`config.mk`:
```
export PLATFORM = sky130hd
export DESIGN_NAME = fifo_burst_reader
export DESIGN_NICKNAME = d
export VERILOG_FILES = /design/src/rtl/fifo_burst_reader.sv
export SDC_FILE = /design/constraint.sdc
export NUM_CORES = 1
export LEC_CHECK = 0
export ABC_AREA = 1
export CORE_MARGIN = 5
export CORE_UTILIZATION = 30
export CTS_CLUSTER_DIAMETER = 80
export DETAILED_ROUTE_END_ITERATION = 10
export GPL_TIMING_DRIVEN = 0
export PLACE_DENSITY_LB_ADDON = 0.12
export SLEW_MARGIN = 5
export SYNTH_ARGS = -nofsm -noshare
export SYNTH_HDL_FRONTEND = slang
export SYNTH_SLANG_ARGS = --single-unit
```
`constraint.sdc`:
```
create_clock -name rclk_i -period 1.8 [get_ports rclk_i]
set_input_delay 0.27 -clock rclk_i [delete_from_list [all_inputs] [get_ports rclk_i]]
set_output_delay 0.27 -clock rclk_i [all_outputs]
set_load 0.1 [all_outputs]
```
`src/rtl/fifo_burst_reader.sv`:
```
// Purpose : pops a burst of burst_len_i words from an async FIFO read port and streams them out with m_last_o.
// Latency : a word popped at edge N is presented on m_valid_o/m_data_o right after edge N.
// Backpr. : 2-entry output buffer, 1 word/clk sustained; popping stalls once it is full, with no comb path m_ready_i -> rinc_o.
//
// Ports (all synchronous to rclk_i):
//   rrst_i                  synchronous active-high reset
//   start_i, burst_len_i    burst request (sampled only while idle)
//   busy_o, done_o          burst in flight / 1-cycle completion pulse
//   words_cnt_o             words popped in the current or last burst
//   rempty_i, rdata_i       FIFO read side: empty flag and head word
//   rinc_o                  FIFO pop strobe
//   m_valid_o/m_ready_i     downstream handshake
//   m_data_o, m_last_o      downstream word and end-of-burst marker
module fifo_burst_reader #(
  parameter int DW = 8,
  parameter int CW = 8
) (
  input  logic          rclk_i,
  input  logic          rrst_i,
  input  logic          start_i,
  input  logic [CW-1:0] burst_len_i,
  output logic          busy_o,
  output logic          done_o,
  output logic [CW-1:0] words_cnt_o,
  input  logic          rempty_i,
  input  logic [DW-1:0] rdata_i,
  output logic          rinc_o,
  output logic          m_valid_o,
  output logic [DW-1:0] m_data_o,
  output logic          m_last_o,
  input  logic          m_ready_i
);

  typedef enum logic [1:0] {
    S_IDLE  = 2'd0,
    S_RUN   = 2'd1,
    S_DRAIN = 2'd2,
    S_DONE  = 2'd3
  } state_e;

  // One output-buffer slot: the word plus its end-of-burst flag.
  typedef struct packed {
    logic          last;
    logic [DW-1:0] dat;
  } ent_t;

  state_e        state_q, state_d;
  logic [CW-1:0] remaining_q, remaining_d;
  logic [CW-1:0] words_cnt_q, words_cnt_d;
  ent_t          ent0_q, ent0_d;   // head slot, drives the stream outputs
  ent_t          ent1_q, ent1_d;
  logic [1:0]    buf_cnt_q, buf_cnt_d;

  logic          rinc;
  logic          pop;
  logic          start_ok;
  ent_t          new_ent;

  // Pop decision uses only registered state and the FIFO flag, so m_ready_i
  // never reaches rinc_o combinationally.
  assign pop      = (buf_cnt_q != 2'd0) && m_ready_i;
  assign start_ok = (state_q == S_IDLE) && start_i;
  assign new_ent  = '{last: (remaining_q == CW'(1)), dat: rdata_i};

  // ---------------------------------------------------------------- FSM: state register
  always_ff @(posedge rclk_i) begin
    if (rrst_i) begin
      state_q <= S_IDLE;
    end else begin
      state_q <= state_d;
    end
  end

  // ---------------------------------------------------------------- FSM: next state
  always_comb begin
    state_d = state_q;
    unique case (state_q)
      S_IDLE: begin
        if (start_i) begin
          state_d = (burst_len_i == '0) ? S_DONE : S_RUN;
        end
      end
      S_RUN: begin
        // Leave RUN on the edge that pops the final word.
        if ((rinc && (remaining_q == CW'(1))) || (remaining_q == '0)) begin
          state_d = S_DRAIN;
        end
      end
      S_DRAIN: begin
        if (pop && ent0_q.last) begin
          state_d = S_DONE;
        end
      end
      S_DONE:  state_d = S_IDLE;
      default: state_d = S_IDLE;
    endcase
  end

  // ---------------------------------------------------------------- FSM: outputs
  always_comb begin
    rinc   = (state_q == S_RUN) && !rempty_i && (remaining_q != '0) && (buf_cnt_q < 2'd2);
    busy_o = (state_q == S_RUN) || (state_q == S_DRAIN);
    done_o = (state_q == S_DONE);
  end

  assign rinc_o = rinc;

  // ---------------------------------------------------------------- counters and output buffer
  always_comb begin
    remaining_d = remaining_q;
    words_cnt_d = words_cnt_q;
    ent0_d      = ent0_q;
    ent1_d      = ent1_q;
    buf_cnt_d   = buf_cnt_q;

    if (start_ok) begin
      remaining_d = burst_len_i;
      words_cnt_d = '0;
    end else if (rinc) begin
      // rinc implies remaining_q != 0, so the decrement cannot wrap.
      remaining_d = remaining_q - CW'(1);
      if (words_cnt_q != {CW{1'b1}}) begin
        words_cnt_d = words_cnt_q + CW'(1);
      end
    end

    unique case ({rinc, pop})
      2'b10: begin
        if (buf_cnt_q == 2'd0) begin
          ent0_d = new_ent;
        end else begin
          ent1_d = new_ent;
        end
        buf_cnt_d = buf_cnt_q + 2'd1;
      end
      2'b01: begin
        ent0_d    = ent1_q;
        buf_cnt_d = buf_cnt_q - 2'd1;
      end
      2'b11: begin
        // Push only happens below 2 entries, so here buf_cnt_q is 1.
        ent0_d = new_ent;
      end
      default: ;
    endcase
  end

  always_ff @(posedge rclk_i) begin
    if (rrst_i) begin
      remaining_q <= '0;
      words_cnt_q <= '0;
      ent0_q      <= '0;
      ent1_q      <= '0;
      buf_cnt_q   <= 2'd0;
    end else begin
      remaining_q <= remaining_d;
      words_cnt_q <= words_cnt_d;
      ent0_q      <= ent0_d;
      ent1_q      <= ent1_d;
      buf_cnt_q   <= buf_cnt_d;
    end
  end

  assign words_cnt_o = words_cnt_q;
  assign m_valid_o   = (buf_cnt_q != 2'd0);
  assign m_data_o    = ent0_q.dat;
  assign m_last_o    = ent0_q.last && (buf_cnt_q != 2'd0);

endmodule

```
Yosys cells after proc, flatten, opt, wreduce, memory -nomap -nowiden
Cells that the tools add are included.
{ "totals": {"reg_bits": 38, "latchBits": 0, "ram_bits": 0, "romBits": 0, "out_inout_bits": 21, "wordCells": 61, "mem_count": 0} }
{ "op_classes": {"add_sub_neg": 4, "n_mul": 0, "div_mod_pow": 0, "magnitude_cmp": 1, "n_eq_ne": 12, "shifts": 0, "muxes": 10, "bitwise_logic": 1, "reduce_logical": 25} }
{ "op_table": {"columns": ["cell", "n"], "rows": [
  ["one-hot mux 9 bit (3 select lines)", 1],
  ["zero test 8 bit", 2],
  ["2-to-1 mux 8 bit", 2],
  ["2-to-1 mux 9 bit", 1],
  ["adder 8 x 1 -> 8 bit (second input constant)", 1],
  ["== test 2 bit (second input constant)", 4],
  ["== test 8 x 1 -> 1 bit (second input constant)", 1],
  ["logical AND 1 bit", 8],
  ["2-to-1 mux 2 bit", 4],
  ["inequality test 2 bit (second input constant)", 4],
  ["inequality test 8 bit (second input constant)", 1],
  ["one-hot mux 2 bit (4 select lines)", 1],
  ["nonzero test 8 bit", 1],
  ["subtractor 8 x 1 -> 8 bit (second input constant)", 1],
  ["AND reduction 2 bit", 3],
  ["nonzero test 2 bit", 3],
  ["== test 2 x 1 -> 1 bit (second input constant)", 2],
  ["zero test 2 bit", 2],
  ["one-hot mux 2 bit (2 select lines)", 1],
  ["AND reduction 3 bit", 1],
  ["nonzero test 3 bit", 1],
  ["adder 2 x 1 -> 2 bit (second input constant)", 1],
  ["logical OR 1 bit", 2],
  ["less-than comparator 2 bit (second input constant)", 1],
  ["4 further kinds", 4]
]} }

Depth between registers and ports, before layout
Gate-level depths: netlist (run 1).
{ "depth": {"word_depth": 8, "depth_mapped": 12, "ltp_nobuf": 11} }

Least setup slack after synthesis (run 1)
OpenSTA, ideal clock, no wires.
{ "synth_timing": {"path_kind": "register to register", "startpoint": "register buf_cnt_q[0]", "endpoint": "register ent0_q[8] (netlist bit)", "setup_ns": 0.112, "arrival_ns": 2.160, "t_required_ns": 1.688, "slack_ns": -0.472, "stages_incl_launch_ff": 12, "n_path_buf": 3, "path_cell_list": "dfxtp_1 > inv_1 > nand2_2 > nand2_1 > buf_2 > inv_1 > ha_1 > clkbuf_1 > clkbuf_1 > o21ai_0 > nor2_1 > nor2_1"} }
{ "synth_via": {"elab_chain_len": 5, "word_cells_on_any_way": 12, "cone_classes": "order compare (1); eq/ne (4); mux (1); reduce/logical (6)"} }
{ "synth_lines": {"columns": ["item", "line_no", "text"], "rows": [
  ["start: declaration", "52", "logic [1:0] buf_cnt_q, buf_cnt_d;"],
  ["start signal: assignment", "160", "buf_cnt_q <= buf_cnt_d;"],
  ["nonzero test 2 bit *", null, null],
  ["named net m_valid_o", "28", "output logic m_valid_o,"],
  ["logical AND 1 bit *", "61", "assign pop = (buf_cnt_q != 2'd0) && m_ready_i;"],
  ["== test 2 bit / == test 2 x 1 -> 1 bit (equally long branches)", "127", "unique case ({rinc, pop})"],
  ["inequality test 2 bit (no source line) / nonzero test 3 bit (equally long branches)", null, null],
  ["AND reduction 2 bit (no source line)", null, null],
  ["end signal: assignment", "158", "ent0_q <= ent0_d;"],
  ["end: declaration", "50", "ent_t ent0_q, ent0_d;"]
]} }
The timed path passes the listed nets; every way through them passes the cells marked *.
A chain may end at the register's enable or synchronous reset.

Worst setup path after layout (run 1)
{ "layout_timing": {"startpoint": "register words_cnt_q[1] (netlist: words_cnt_o[1])", "endpoint": "output port words_cnt_o[1]"} }
{ "layout_rtl": {"columns": ["item", "line_no", "text"], "rows": [
  ["start: declaration", "49", "logic [CW-1:0] words_cnt_q, words_cnt_d;"],
  ["start signal: assignment", "157", "words_cnt_q <= words_cnt_d;"],
  ["end: declaration", "24", "output logic [CW-1:0] words_cnt_o,"]
]} }
No word-level cell between the ends.

==> metrics.txt, run 1 <==
# TYPE chip_impl_metric gauge
chip_impl_metric{name="power_density",unit="mW/mm^2"} 1630
chip_impl_metric{name="port_buffers",unit=""} 40
chip_impl_metric{name="final_hold_viol_count",unit=""} 0
chip_impl_metric{name="syn-num-nets",unit=""} 383
chip_impl_metric{name="post_layout_nonfiller_instances",unit=""} 511
chip_impl_info{name="worstPathCellList",value="clkdlybuf4s15_1"} 1
chip_impl_metric{name="fp.dieH",unit="um"} 97.98
chip_impl_metric{name="hpwl",unit="mm"} 4.222
chip_impl_metric{name="ys_warn_count",unit=""} 0
chip_impl_info{name="crit_slowest_cell",value="clkdlybuf4s15_1"} 1
chip_impl_info{name="timing.critical_path.to_type",value="output pin"} 1
chip_impl_metric{name="share_clk_of_total_power",unit="%"} 14.0
chip_impl_info{name="clk_root_buffer_cell",value="clkbuf_8"} 1
chip_impl_metric{name="post_synth.cell_area_avg",unit="um^2"} 6.616
chip_impl_metric{name="final_routed_drc_violation_total",unit=""} 0
chip_impl_metric{name="initial_utilization",unit="%"} 30.37
chip_impl_metric{name="timing.critical_path.required",unit="ps"} 1530
chip_impl_metric{name="row_count",unit=""} 32
chip_impl_metric{name="worstPathArrival",unit="ps"} 1490
chip_impl_metric{name="vias_per_cell",unit=""} 4.384
chip_impl_info{name="critical_path_start_end_classification",value="flip-flop to output pin"} 1
chip_impl_metric{name="postSynthRegisterBits",unit=""} 38
chip_impl_metric{name="syn_to_final_growth",unit="%"} 37.50
chip_impl_info{name="start_kind",value="flip-flop"} 1
chip_impl_metric{name="clk_path_buf_depth",unit=""} 2
chip_impl_metric{name="final-setup-viol-count",unit=""} 0
chip_impl_metric{name="gp_congestion",unit=""} 0.7861
chip_impl_metric{name="buffers_inverters_on_critical_path",unit=""} 1
chip_impl_info{name="status",value="finished, final reports clean"} 1
chip_impl_info{name="tritoncts",value="built"} 1
chip_impl_metric{name="die-area",unit="mm^2"} 0.009600
chip_impl_metric{name="worst_clock_skew",unit="ps"} 7.138
chip_impl_metric{name="hold_bufs_inserted_after_cts",unit=""} 0
chip_impl_metric{name="congestion_overflow_gr",unit=""} 0
chip_impl_metric{name="period_share",unit="%"} 97.85
chip_impl_metric{name="clk_lat_worst_skew",unit="ps"} 290
chip_impl_metric{name="yosys.cell_types.count",unit=""} 29
chip_impl_metric{name="diodes",unit=""} 0
chip_impl_info{name="mostFrequentLayoutCell",value="nand2_1"} 1
chip_impl_metric{name="num_vias",unit=""} 2240
chip_impl_info{name="critPathTopFamily",value="buffers and inverters"} 1
chip_impl_metric{name="synth_cells",unit=""} 351
chip_impl_metric{name="design.core.area",unit="mm^2"} 0.007647
chip_impl_metric{name="worst_slew_pin_slew",unit="ps"} 945.5
chip_impl_metric{name="drt_pass1_iterations",unit=""} 4
chip_impl_metric{name="switching_share",unit="%"} 50.81
chip_impl_metric{name="die_width",unit="um"} 97.98
chip_impl_info{name="grt_setup_unrepaired",value="yes"} 1
chip_impl_metric{name="drt_iter0_markers",unit=""} 70
chip_impl_info{name="worst_hold_path_type",value="input port to flip-flop"} 1
chip_impl_metric{name="grt_pass1_wl",unit="mm"} 9.446
chip_impl_metric{name="wl_per_cell",unit="um"} 11.33
chip_impl_metric{name="post_route_cells_drive_above_1_share",unit="%"} 23.96
chip_impl_metric{name="worst_ir_drop_vdd",unit="V"} 0.0009523
chip_impl_metric{name="comb_power_share",unit="%"} 61.6
chip_impl_metric{name="max_slew_margin",unit="%"} 37.21
chip_impl_metric{name="fin_ws",unit="ps"} 38.62
chip_impl_metric{name="dp_slack",unit="ps"} -924.6
chip_impl_metric{name="clock_sinks",unit=""} 38
chip_impl_metric{name="clkTransAtPathRegs",unit="ps"} 80
chip_impl_metric{name="fin_hold_ws",unit="ps"} 398.6
chip_impl_metric{name="postRouteAntennaNets",unit=""} 0
chip_impl_metric{name="cts-buffers-inserted",unit=""} 5
chip_impl_metric{name="netSwitchingPower",unit="mW"} 2.645
chip_impl_metric{name="fin_crit",unit="ps"} 1761
chip_impl_metric{name="maxSlewViolCount",unit=""} 0
chip_impl_metric{name="critical-path-max-stage-delay",unit="ps"} 820
chip_impl_metric{name="place_inst",unit=""} 493
chip_impl_metric{name="wirelength_routed",unit="mm"} 5.788
chip_impl_metric{name="finish.net_count",unit=""} 440
chip_impl_metric{name="combined_area_of_all_synthesized_cells",unit="mm^2"} 0.002322
chip_impl_metric{name="grt_use_total",unit="%"} 12.11
chip_impl_metric{name="clock_tree.htree_level_count",unit=""} 2
chip_impl_metric{name="timing.fmax",unit="GHz"} 0.5677
chip_impl_metric{name="worst-path-max-fanout",unit=""} 5
chip_impl_metric{name="cap_viol_max_count",unit=""} 0
chip_impl_metric{name="grt_pass1_vias",unit=""} 2023
chip_impl_metric{name="grt_max_degree",unit=""} 12
chip_impl_metric{name="yosysSeqAreaShare",unit="%"} 32.76
chip_impl_metric{name="antenna_found_initial",unit=""} 0
chip_impl_metric{name="leakagePower",unit="nW"} 1.391
chip_impl_metric{name="top_level_ports",unit=""} 42
chip_impl_info{name="layout_common_cells",value="nand2_1 (73), nor2_1 (58), inv_1 (35)"} 1
chip_impl_metric{name="internal_power",unit="mW"} 2.560
chip_impl_metric{name="sequentialPowerShare",unit="%"} 24.4
==> layout make-up <==
type	instances	area, um^2
Sequential cell	38	784.5
Fill cell	842	4454
Tap cell	102	127.6
Timing Repair Buffer	50	481.7
Clock buffer	7	76.32
Inverter	46	181.4
Clock inverter	1	30.03
Multi-Input combinational cell	251	1371
Buffer	16	140.1
==> per-layer routing <==
layer	wire [um]	part of all wire, %	vias to the layer above	track usage (%)
met2	2484	43	44	18.12
met4	71	1.2	0	3.940
met5	0	0	-	0
met3	274	4.7	5	3.357
li1	-	-	1205	-
met1	2958	51	986	16.83
==> final timing paths <==
kind | startpoint | to | slack [ps] | depth (start not counted)
min | rrst_i | remaining_q[7]$_SDFFE_PP0P_ | 400 | 2
max reg2reg | state_q[1]$_SDFFE_PP0P_ | m_data_o[0]$_SDFFE_PP0P_ | 110 | 12
min reg2reg | remaining_q[1]$_SDFFE_PP0P_ | remaining_q[1]$_SDFFE_PP0P_ | 470 | 2
max | words_cnt_o[1]$_SDFFE_PP0P_ | words_cnt_o[1] | 40 | 1
==> logic make-up (layout without fill, tap and decap cells) <==
logic type / after synthesis / in the layout / share of synthesized area, %
compound gates: 47 / 47 / 10.61
simple gates: 187 / 187 / 36.48
fa+ha+maj: 11 / 11 / 5.927
flops: 38 / 38 / 32.76
xor+xnor: 6 / 6 / 2.263
buf+inv: 62 / 120 / 11.96
==> Yosys cell counts (all sizes together) <==
master / number / area [um^2]
nand2: 85 / 361.6
nor2: 64 / 265.3
a21oi: 24 / 120.1
clkbuf: 4 / 15.01
dfxtp: 38 / 760.7
xor2: 5 / 43.79
clkinv: 1 / 3.750
buf: 12 / 87.57
nand3b: 2 / 15.01
o21ai: 23 / 126.4
ha: 11 / 137.6
nand3: 33 / 177.7
nor3: 2 / 21.27
nand4: 1 / 6.260
inv: 45 / 171.4
xnor2: 1 / 8.760
==> power groups by stage <==
stage                     clock, mW  sequential [mW]  combinational, mW
after floorplan                   0             1.25               2.46
after global placement            0             1.25               3.03
after detailed placement          0             1.26               3.04
after CTS                     0.762             1.24               3.09
after global routing          0.799             1.31               3.51
final                         0.731             1.27               3.21
==> flip-flops by register name, summed over array words and instances, names as in the netlist <==
name,count
buf_cnt_q,2
m_data_o,8
ent1_q,9
ent0_q,1
words_cnt_o,8
state_q,2
remaining_q,8
==> worst reg2reg max path: stages, from the launching register on <==
cell and delay, ps:
dfxtp_2 340, inv_2 90, ha_4 140, nand2_2 80
inv_2 90, o21ai_4 60, ha_1 200, buf_6 140
buf_8 140, nand2_1 60, nand2_1 50, nor2_1 140
nor2_1 50
==> repair_timing <==
action | in CTS | in global routing
pin swaps | 3 | 4
buffers inserted | 3 | 6
gates resized for setup | 83 | 28
endpoints found under the setup margin | 48 | 27
gates cloned | 0 | 1
==> through the flow <==
step                area [um^2]  utilization (%)  TNS, ps  power [mW]
finish                     3193            41.75        0       5.205
global route               3193            41.75   -28.64       5.613
CTS                        3085            40.35        0       5.095
detailed placement         2904            37.97    -9608       4.294
global placement           2904            37.97    -9503       4.279
floorplan                  2376                -   -1.942       3.706
Note: power is estimated with default switching activity, not from simulation.
==> run 2, diff against run 1 <==
--- a/config.mk
+++ b/config.mk
@@ -6,8 +6,10 @@
 export NUM_CORES = 1
 export LEC_CHECK = 0
 export ABC_AREA = 1
+export CELL_PAD_IN_SITES_DETAIL_PLACEMENT = 0
+export CELL_PAD_IN_SITES_GLOBAL_PLACEMENT = 2
 export CORE_MARGIN = 5
-export CORE_UTILIZATION = 30
+export CORE_UTILIZATION = 25
 export CTS_CLUSTER_DIAMETER = 80
 export DETAILED_ROUTE_END_ITERATION = 10
 export GPL_TIMING_DRIVEN = 0
==> run 2 against run 1 <==
  * Sequential share of layout area decreased by 0.75 points
  * Combinational power increased by 4%
  * Critical path depth unchanged
  * Hold slack improved by 18 ps
  * Fmax increased by 0.66%
  * Wire length increased by 13%
  * Sequential power about the same
  * Critical path type unchanged
  * Largest power group unchanged
==> metrics.txt, run 2 (synthesis results as in run 1) <==
# TYPE chip_impl_metric gauge
chip_impl_info{name="status",value="finished, final reports clean"} 1
chip_impl_metric{name="wl_per_cell",unit="um"} 12.37
chip_impl_metric{name="clk_path_buf_depth",unit=""} 2
chip_impl_metric{name="grt_use_total",unit="%"} 11.47
chip_impl_metric{name="vias_per_cell",unit=""} 4.304
chip_impl_metric{name="timing.critical_path.required",unit="ps"} 1530
chip_impl_info{name="worst_r2r_startpoint",value="state_q[1]$_SDFFE_PP0P_"} 1
chip_impl_metric{name="r2r_slack",unit="ps"} 120
chip_impl_metric{name="design.core.area",unit="mm^2"} 0.009153
chip_impl_metric{name="worst_ir_drop_vdd",unit="V"} 0.0008174
chip_impl_metric{name="grt_pass1_vias",unit=""} 2059
chip_impl_metric{name="worst_clock_skew",unit="ps"} 3.720
chip_impl_metric{name="maxSlewViolCount",unit=""} 0
chip_impl_metric{name="clkTransAtPathRegs",unit="ps"} 80
chip_impl_metric{name="seq_cell_area",unit="um^2"} 783.3
chip_impl_metric{name="clock_sinks",unit=""} 38
chip_impl_metric{name="leakagePower",unit="nW"} 1.444
chip_impl_metric{name="final_hold_viol_count",unit=""} 0
chip_impl_metric{name="buffers_inverters_on_critical_path",unit=""} 1
chip_impl_metric{name="timing.fmax",unit="GHz"} 0.5715
chip_impl_info{name="hp-start",value="rrst_i"} 1
chip_impl_info{name="crit_slowest_cell",value="clkdlybuf4s15_1"} 1
chip_impl_metric{name="drt_pass1_iterations",unit=""} 4
chip_impl_info{name="tritoncts",value="built"} 1
chip_impl_metric{name="worstPathArrival",unit="ps"} 1480
chip_impl_metric{name="gp_congestion",unit=""} 0.7389
chip_impl_info{name="mostFrequentLayoutCell",value="nand2_1"} 1
chip_impl_metric{name="die-area",unit="mm^2"} 0.01132
chip_impl_metric{name="finish.net_count",unit=""} 447
chip_impl_metric{name="diodes",unit=""} 0
chip_impl_info{name="worstPathCellList",value="clkdlybuf4s15_1"} 1
chip_impl_metric{name="wirelength_routed",unit="mm"} 6.521
chip_impl_info{name="timing.critical_path.to_type",value="output pin"} 1
chip_impl_metric{name="num_vias",unit=""} 2268
chip_impl_metric{name="critical-path-max-stage-delay",unit="ps"} 820
chip_impl_info{name="r2r-end",value="m_data_o[1]$_SDFFE_PP0P_"} 1
chip_impl_metric{name="post_route_cells_drive_above_1_share",unit="%"} 25.72
chip_impl_metric{name="multi_input_comb_area",unit="mm^2"} 0.001385
chip_impl_metric{name="clock_tree.htree_level_count",unit=""} 2
chip_impl_metric{name="syn_to_final_growth",unit="%"} 41.59
chip_impl_metric{name="drt_iter0_markers",unit=""} 98
chip_impl_metric{name="worst-path-max-fanout",unit=""} 5
chip_impl_metric{name="congestion_overflow_gr",unit=""} 0
chip_impl_metric{name="grt_pass1_wl",unit="mm"} 10.32
chip_impl_metric{name="clk_lat_worst_skew",unit="ps"} 290
chip_impl_metric{name="initial_utilization",unit="%"} 25.37
chip_impl_metric{name="top_level_ports",unit=""} 42
chip_impl_info{name="holdPathEnd",value="buf_cnt_q[0]$_SDFFE_PP0P_"} 1
chip_impl_metric{name="fin_crit",unit="ps"} 1750
chip_impl_metric{name="fin_hold_ws",unit="ps"} 416.4
chip_impl_info{name="layout_common_cells",value="nand2_1 (73), nor2_1 (58), inv_1 (35)"} 1
chip_impl_metric{name="fp.dieH",unit="um"} 106.4
chip_impl_metric{name="hold-path-cell-count",unit=""} 2
chip_impl_metric{name="largest_register_ffs",unit=""} 9
chip_impl_metric{name="hpwl",unit="mm"} 4.699
chip_impl_metric{name="antenna_found_initial",unit=""} 0
chip_impl_metric{name="post_layout_nonfiller_instances",unit=""} 527
chip_impl_metric{name="final_routed_drc_violation_total",unit=""} 0
chip_impl_info{name="worst_hold_path_type",value="input port to flip-flop"} 1
chip_impl_metric{name="max_slew_margin",unit="%"} 36.76
chip_impl_metric{name="grt_max_degree",unit=""} 13
chip_impl_metric{name="row_count",unit=""} 35
chip_impl_metric{name="final-setup-viol-count",unit=""} 0
chip_impl_metric{name="worst_slew_pin_slew",unit="ps"} 952.3
chip_impl_metric{name="cap_viol_max_count",unit=""} 0
chip_impl_metric{name="r2r_cells",unit=""} 12
chip_impl_info{name="critical_path_start_end_classification",value="flip-flop to output pin"} 1
chip_impl_info{name="critPathTopFamily",value="buffers and inverters"} 1
chip_impl_metric{name="port_buffers",unit=""} 40
chip_impl_metric{name="cts-buffers-inserted",unit=""} 5
chip_impl_metric{name="period_share",unit="%"} 97.21
chip_impl_metric{name="fillerInstances",unit=""} 997
chip_impl_info{name="largest_register",value="ent1_q"} 1
chip_impl_info{name="clk_root_buffer_cell",value="clkbuf_8"} 1
chip_impl_metric{name="postRouteAntennaNets",unit=""} 0
chip_impl_metric{name="die_width",unit="um"} 106.4
chip_impl_metric{name="power_density",unit="mW/mm^2"} 1634
chip_impl_metric{name="place_inst",unit=""} 502
chip_impl_info{name="start_kind",value="flip-flop"} 1
chip_impl_metric{name="hold_bufs_inserted_after_cts",unit=""} 0
-- run 2: cell type report --
cell class,count,area share [%]
sequential,38,23.82
clock inverter,1,0.9132
buffer,16,4.262
multi-input combinational,251,42.12
clock buffer,7,2.626
timing repair buffer,57,16.40
inverter,46,5.632
tap,111,4.224
-- run 2: worst max path at each step --
stage | startpoint | endpoint | slack, ps | depth (start not counted)
floorplan | buf_cnt_q[0]$_SDFFE_PP0P_ | ent0_q[8]$_SDFFE_PP0P_ | -2 | 12
global placement | rempty_i | rinc_o | -890 | 6
detailed placement | rempty_i | rinc_o | -890 | 6
CTS | remaining_q[2]$_SDFFE_PP0P_ | ent1_q[8]$_SDFFE_PP0P_ | 2 | 11
global route | buf_cnt_q[0]$_SDFFE_PP0P_ | m_last_o | -20 | 4
finish | words_cnt_o[0]$_SDFFE_PP0P_ | words_cnt_o[0] | 50 | 1
-- run 2: per-layer routing --
layer  wire length, um  GRT usage [%]  share of wire [%]  vias up
met5                 0              0                  0        -
met4                72          3.330                1.1        0
met3               272          2.429                4.2        5
met2              2608          15.97                 40       41
met1              3567          17.46                 55      999
li1                  -              -                  -     1223
-- run 2: report_power, final --
group,switching (mW),internal [mW]
registers,0.191,1.07
logic,2.19,1.14
clock network,0.321,0.452
total,2.70,2.67
-- run 2: repair_timing --
item / 4_1_cts / 5_1_grt
resized for setup: 91 / 24
pin swaps: 4 / 6
endpoints found under the setup margin: 52 / 29
buffers inserted: 6 / 10
cloned: 0 / 1
endpoints found under the hold margin: 0 / 0
-- run 2: through the flow --
stage / setup WS [ps] / setup TNS (ps) / power [mW] / instance area, um^2 / util [%]
2_1_floorplan: -1.942 / -1.942 / 3.706 / 2376 / -
3_3_place_gp: -890.1 / -10690 / 4.327 / 2915 / 31.85
3_5_place_dp: -893.2 / -10620 / 4.323 / 2915 / 31.85
4_1_cts: 1.614 / 0 / 5.221 / 3144 / 34.35
5_1_grt: -15.01 / -23.41 / 5.785 / 3288 / 35.93
6_report: 50.22 / 0 / 5.373 / 3288 / 35.93
